File: config.mk
export PLATFORM = sky130hd
export DESIGN_NAME = txn_sequencer
export DESIGN_NICKNAME = d
export VERILOG_FILES = /design/src/rtl/txn_sequencer.sv
export SDC_FILE = /design/constraint.sdc
export NUM_CORES = 1
export LEC_CHECK = 0
export BUFFER_PORTS_ARGS = -buffer_cell sky130_fd_sc_hd__buf_2
export CORE_MARGIN = 1.5
export CORE_UTILIZATION = 50
export DETAILED_ROUTE_END_ITERATION = 12
export GPL_ROUTABILITY_DRIVEN = 0
export PLACE_DENSITY = 0.72
export SKIP_CTS_REPAIR_TIMING = 1
export SYNTH_ARGS = -nofsm -noshare
export SYNTH_HDL_FRONTEND = slang
export SYNTH_SLANG_ARGS = --single-unit
export TNS_END_PERCENT = 30
File: constraint.sdc
create_clock -name clk -period 2.5 [get_ports clk]
set_input_delay 0.25 -clock clk [delete_from_list [all_inputs] [get_ports clk]]
set_output_delay 0.25 -clock clk [all_outputs]
set_load 0.01 [all_outputs]
File: src/rtl/txn_sequencer.sv
// rtl/txn_sequencer.sv - round-robin launcher for a shared valid/a/b channel with fixed a-to-b delay.
// Optional checkers compile in when TXN_SEQUENCER_ASSERT_EN is defined.
module txn_sequencer #(
  parameter int N_REQ   = 4,
  parameter int DELAY   = 3,
  parameter int MAX_OUT = 3,
  parameter int ID_W    = $clog2(N_REQ)
) (
  input  logic                           clk,
  input  logic                           rst_n,
  input  logic                           enable,
  input  logic [N_REQ-1:0]               req,
  output logic [N_REQ-1:0]               gnt,
  output logic                           valid,
  output logic                           a,
  output logic [ID_W-1:0]                a_id,
  output logic                           b,
  output logic [ID_W-1:0]                b_id,
  output logic [$clog2(MAX_OUT+1)-1:0]   out_cnt
);

  localparam int CNT_W = $clog2(MAX_OUT + 1);

  logic [N_REQ-1:0] gnt_q;
  logic             valid_q;
  logic [ID_W-1:0]  a_id_q;
  logic             b_q;
  logic [ID_W-1:0]  b_id_q;
  logic [CNT_W-1:0] out_cnt_q;
  logic [ID_W-1:0]  ptr_q;
  logic [ID_W-1:0]  ptr_d;
  logic [DELAY-1:0] dl_vld_q;
  logic [ID_W-1:0]  dl_id_q [DELAY];

  logic             found;
  logic [ID_W-1:0]  pick;
  logic             retire;
  logic             launch;

  // First requester at or after the pointer, wrapping past N_REQ-1.
  always_comb begin
    logic [ID_W-1:0] idx;
    found = 1'b0;
    pick  = '0;
    idx   = '0;
    for (int k = 0; k < N_REQ; k++) begin
      idx = ID_W'((int'(ptr_q) + k) % N_REQ);
      if (!found && req[idx]) begin
        found = 1'b1;
        pick  = idx;
      end
    end
  end

  // A slot frees at the same edge the oldest entry leaves for the b register.
  assign retire = dl_vld_q[DELAY-1];
  assign launch = enable && found && ((out_cnt_q < CNT_W'(MAX_OUT)) || retire);
  assign ptr_d  = (int'(pick) == N_REQ - 1) ? '0 : pick + 1'b1;

  always_ff @(posedge clk or negedge rst_n) begin
    if (!rst_n) begin
      gnt_q     <= '0;
      valid_q   <= 1'b0;
      a_id_q    <= '0;
      b_q       <= 1'b0;
      b_id_q    <= '0;
      out_cnt_q <= '0;
      ptr_q     <= '0;
      dl_vld_q  <= '0;
      for (int i = 0; i < DELAY; i++) dl_id_q[i] <= '0;
    end else begin
      gnt_q   <= launch ? (N_REQ'(1) << pick) : '0;
      valid_q <= launch;
      if (launch) begin
        a_id_q <= pick;
        ptr_q  <= ptr_d;
      end
      dl_vld_q[0] <= launch;
      dl_id_q[0]  <= pick;
      for (int i = 1; i < DELAY; i++) begin
        dl_vld_q[i] <= dl_vld_q[i-1];
        dl_id_q[i]  <= dl_id_q[i-1];
      end
      b_q <= retire;
      if (retire) b_id_q <= dl_id_q[DELAY-1];
      case ({launch, retire})
        2'b10:   out_cnt_q <= out_cnt_q + 1'b1;
        2'b01:   out_cnt_q <= out_cnt_q - 1'b1;
        default: out_cnt_q <= out_cnt_q;
      endcase
    end
  end

  assign gnt     = gnt_q;
  assign valid   = valid_q;
  assign a       = valid_q;
  assign a_id    = a_id_q;
  assign b       = b_q;
  assign b_id    = b_id_q;
  assign out_cnt = out_cnt_q;

`ifdef TXN_SEQUENCER_ASSERT_EN
  ap_proto: assert property (@(posedge clk) disable iff (!rst_n) valid |-> a ##DELAY b)
    else $error("txn_sequencer: b did not follow a after DELAY cycles");
  ap_onehot: assert property (@(posedge clk) disable iff (!rst_n) $onehot0(gnt))
    else $error("txn_sequencer: gnt not one-hot");
  ap_cnt: assert property (@(posedge clk) disable iff (!rst_n) out_cnt <= CNT_W'(MAX_OUT))
    else $error("txn_sequencer: out_cnt above MAX_OUT");
  for (genvar g = 0; g < N_REQ; g++) begin : g_gnt_chk
    ap_gnt: assert property (@(posedge clk) disable iff (!rst_n) gnt[g] |-> $past(req[g]))
      else $error("txn_sequencer: grant without request");
  end
`endif

endmodule

# [Word level (Yosys, flattened, before mapping)]
# Cells that the tools add are included.
[word_totals] reg_bits=23 input_bits=7 elab_cells=55
[op_classes] add_sub_neg=6 magnitude_cmp=5 n_eq_ne=3 shifts=1 muxes=19 n_reduce_logical=10
[op_table] operator="2-bit by 3-bit less-than comparator with 1-bit output (second input constant)" count=4
[op_table] operator="2-bit 2-to-1 mux" count=5
[op_table] operator="1-bit binary-select mux with 2-bit select" count=4
[op_table] operator="1-bit 2-to-1 mux" count=8
[op_table] operator="2-bit by 1-bit adder with 2-bit output (second input constant)" count=3
[op_table] operator="1-bit logical AND" count=5
[op_table] operator="2-bit adder (second input constant)" count=2
[op_table] operator="2-bit by 1-bit equality test with 1-bit output (second input constant)" count=2
[op_table] operator="4-bit 2-to-1 mux" count=1
[op_table] operator="2-bit one-hot mux with 2 select lines" count=1
[op_table] operator="1-bit by 2-bit << shifter with 4-bit output (first input constant)" count=1
[op_table] operator="1-bit logical NOT" count=3
[op_table] operator="2-bit equality test (second input constant)" count=1
[op_table] operator="2-bit less-than comparator (second input constant)" count=1
[op_table] operator="2-bit nonzero test" count=1
[op_table] operator="2-bit by 1-bit subtractor with 2-bit output (second input constant)" count=1
[op_table] operator="1-bit logical OR" count=1

# [Longest topological paths before layout]
[depth] depth_word=16 mapped_depth=6

# [Worst setup path after synthesis]
# No wires, ideal clock.
[synth_timing] kind="register to register" start="reg ptr_q[0]" end="reg ptr_q[1]" arrival_time_ns=1.572 t_required_ns=2.417 setup_slack_ns=0.845 path_stages_with_launch=7 synth_period_minus_slack_ns=1.655 cell_sequence="dfrtp_1 inv_1 o21ai_0 a221oi_1 inv_1 ha_1 o21ai_0"
[synth_via] elab_chain_cells=14
[synth_rtl] element="start, declared" line_no="30" source="logic [ID_W-1:0] ptr_q;"
[synth_rtl] element="start signal, assigned" line_no="76" source="ptr_q <= ptr_d;"
[synth_rtl] element="branches (longest 11 deep; another with 2-bit by 1-bit adder with 2-bit output)"
[synth_rtl] element="2-bit 2-to-1 mux (*)" line_no="48" source="if (!found && req[idx]) begin"
[synth_rtl] element="via pick[1]" line_no="36" source="logic [ID_W-1:0] pick;"
[synth_rtl] element="2-bit by 1-bit adder with 2-bit output or 2-bit by 1-bit equality test with 1-bit output (tied branches)" line_no="58" source="assign ptr_d = (int'(pick) == N_REQ - 1) ? '0 : pick + 1'b1;"
[synth_rtl] element="2-bit 2-to-1 mux (*)" line_no="58"
# Mark *: on every way through the listed nets, which the timed path passes. The select of a mux whose other input is x is not followed.
# A chain may end at the register's enable or synchronous reset.

# [Worst setup path after layout]
# Same ends and word-level chain as after synthesis.

==> out/metrics.yaml <==
yosys:
  yosys.area.top_type: "dfrtp_1"
  yosysSeqAreaShare: 0.612
  yosysUniqueCellTypes: 26
  ys_ff_latch: 22
  syn_nets: 77
  synth_cells: 66
  synth.avg_cell_area_um2: 13.6
  yosysWarnings: 0
  synth_top_area_share: 0.612
  synth_area_um2: 900
  synth_area_leaders: "dfrtp_1 (61%), ha_1 (5.6%), and2_2 (3.3%)"
final_layout:
  area_growth_syn_to_layout_pct: 18.4
  filler_cell_count: 135
  antenna_cells: 0
  drive_gt1_frac: 0.393
  fin_util: 0.623
  design_area_um2: 1060
  layout_commonest_cell: "dfrtp_1"
  nNetsFinal: 101
  layout.cells.most_common_list: "dfrtp_1 (22), buf_2 (19), nand2_1 (6)"
critical_path:
  cp_cell_sequence: "inv_1, o21ai_0, a221oi_1, inv_1, ha_1, o21ai_0"
  worst_path_largest_cell_delay_ns: 0.66
  worstSetupEndpointType: "flop"
  worstReg2RegStart: "ptr_q[0]$_DFFE_PN0P_"
  crit_buf_inv: 2
  reg2reg_depth: 6
  crit_type: "reg -> reg"
  ff2ff_setup_slack_ns: 0.52
  r2r-end: "ptr_q[1]$_DFFE_PN0P_"
  cp_max_fo: 5
  critPathLaunchType: "flop"
  cp.required_ns: 2.72
  crit_arrival_ns: 2.20
  crit_family: "compound AO/OA/AOI/OAI gates"
  slowest_stage: "a221oi_1"
detailed_routing:
  wl_per_cell_um: 12.5
  ant_nets: 0
  drt-total-wl_mm: 1.42
  vias_per_cell: 4.99
  vias: 569
  first_pass_iters: 4
  drc: 0
  drt-initial-drc-count: 7
grt:
  grt_pass1_wl_mm: 2.29
  grt_max_degree: 23
  track_usage: 0.158
  grt.overflow.total: 0
  antenna_found_initial: 0
  grt_pass1_vias: 509
clock_tree:
  clock_sinks: 22
  htree_levels: 1
  path_clk_slew_ns: 0.12
  cts_buffers: 3
  insertion_delay_ns: 0.29
  cts.root.buffer_cell: "clkbuf_4"
  clockBufferDepth: 2
  tritoncts: "yes"
floorplanning:
  dieHeight_um: 45.4
  io_pins: 20
  start_util: 0.527
  dieArea_um2: 2060
  row_count: 15
  die-width_um: 45.4
  core_area_um2: 1710
sta:
  setup_tns_ns: 0
  slew_headroom: 0.539
  timing.final.ws_setup_ns: 0.520
  drv_slew: 0
  fin_crit_sh: 0.792
  worst-slew-pin-transition_ns: 0.692
  hold_viol: 0
  setup_viol_count_final: 0
  rsz0062_at_grt: "false"
  max_freq_ghz: 0.505
  skew_ns: 0.00179
  holdWs_ns: 0.271
  fin_crit_ns: 1.98
hold_path:
  hold_path_end: "dl_id_q[4]$_DFF_PN0_"
  hold_path_depth: 2
  hold_path.class: "in -> reg"
  min-delay-start: "req[0]"
place:
  io_buffers: 19
  place_area_um2: 1020
  place_ws_ns: 0.531
outcome:
  outcome: "completed"
job:
  cap_violations: 0
power:
  p_leak_nw: 0.537
  power.share.sequential: 0.505
  irDropWorstVdd_v: 0.000614
  p_clk_frac: 0.167
  sw_frac_of_total: 0.334
  comb_power_share: 0.328
  netSwitchingPower_mw: 0.376
  power_density_nw_per_um2: 1060
  internal-power_mw: 0.749
-- power by group through the flow --
stage | sequential, mW | clock [mW] | combinational [mW]
5_1_grt | 0.590 | 0.214 | 0.415
2_1_floorplan | 0.597 | 0 | 0.215
4_1_cts | 0.572 | 0.197 | 0.374
3_3_place_gp | 0.572 | 0 | 0.358
6_report | 0.568 | 0.188 | 0.369
3_5_place_dp | 0.580 | 0 | 0.371
-- layer usage --
layer | vias up | global-route usage | routed length (µm)
met5 | - | 0 | 0
met4 | 0 | 0.0353 | 0
met3 | 0 | 0.0357 | 50
met2 | 13 | 0.276 | 776
met1 | 285 | 0.197 | 597
li1 | 271 | - | -
-- cell usage after synthesis --
master    instances
a211oi_2          1
a21oi_1           1
a221oi_1          1
and2_2            4
and3_1            1
buf_4             1
dfrtp_1          22
ha_1              4
inv_1             3
inv_6             1
mux2_2            2
mux2_4            2
mux2i_1           1
nand2_1           6
nand2b_1          1
nand3_1           1
nand3b_1          1
nor2_1            2
nor2b_1           1
nor3_1            1
o21ai_0           4
o21bai_4          1
o22ai_1           1
o31ai_1           1
o41ai_4           1
or3_1             1
-- cell type report --
cell class / instances / area (µm²) / share of cell area
multi-input cells: 39 / 322 / 0.302
repair buffers: 20 / 105 / 0.0987
clock buffers: 4 / 36.3 / 0.0341
flip-flops and latches: 22 / 551 / 0.517
inverters: 4 / 20.0 / 0.0188
well taps: 25 / 31.3 / 0.0294
-- worst reg2reg max path, stage by stage (launching register included) --
cell	delay [ns]
dfrtp_1	0.43
inv_1	0.07
o21ai_0	0.10
a221oi_1	0.66
inv_1	0.16
ha_1	0.33
o21ai_0	0.16
-- how the worst max path moves through the flow --
stage	cells after the start	startpoint	to
finish	6	ptr_q[0]$_DFFE_PN0P_	ptr_q[1]$_DFFE_PN0P_
global placement	6	ptr_q[1]$_DFFE_PN0P_	ptr_q[1]$_DFFE_PN0P_
detailed placement	6	ptr_q[0]$_DFFE_PN0P_	ptr_q[1]$_DFFE_PN0P_
global route	6	ptr_q[0]$_DFFE_PN0P_	ptr_q[1]$_DFFE_PN0P_
CTS	6	ptr_q[0]$_DFFE_PN0P_	ptr_q[1]$_DFFE_PN0P_
floorplan	6	ptr_q[0]$_DFFE_PN0P_	ptr_q[1]$_DFFE_PN0P_
-- cell families (layout without fill, tap and decap cells) --
| kind of cell | count (synthesis) | in the layout | synth area share |
|---|---|---|---|
| muxes | 5 | 5 | 0.0695 |
| AOI/OAI and AO/OA | 11 | 11 | 0.118 |
| DFF | 22 | 22 | 0.612 |
| adders and majority gates | 4 | 4 | 0.0556 |
| buffers and inverters | 5 | 28 | 0.0306 |
| and+or+nand+nor | 19 | 19 | 0.114 |
-- metrics by stage --
step | power, mW | cells
2_1_floorplan | 0.812 | 66
3_3_place_gp | 0.929 | 109
3_5_place_dp | 0.951 | 109
4_1_cts | 1.14 | 113
5_1_grt | 1.22 | 114
6_report | 1.13 | 114
-- sequential cells by signal, indices dropped and copies added (netlist names) --
register / cells
ptr_q: 2
b_id: 2
out_cnt: 2
dl_id_q: 6
dl_vld_q: 3
a_id: 2
gnt: 4
b: 1
(Power assumes the default switching activity.)
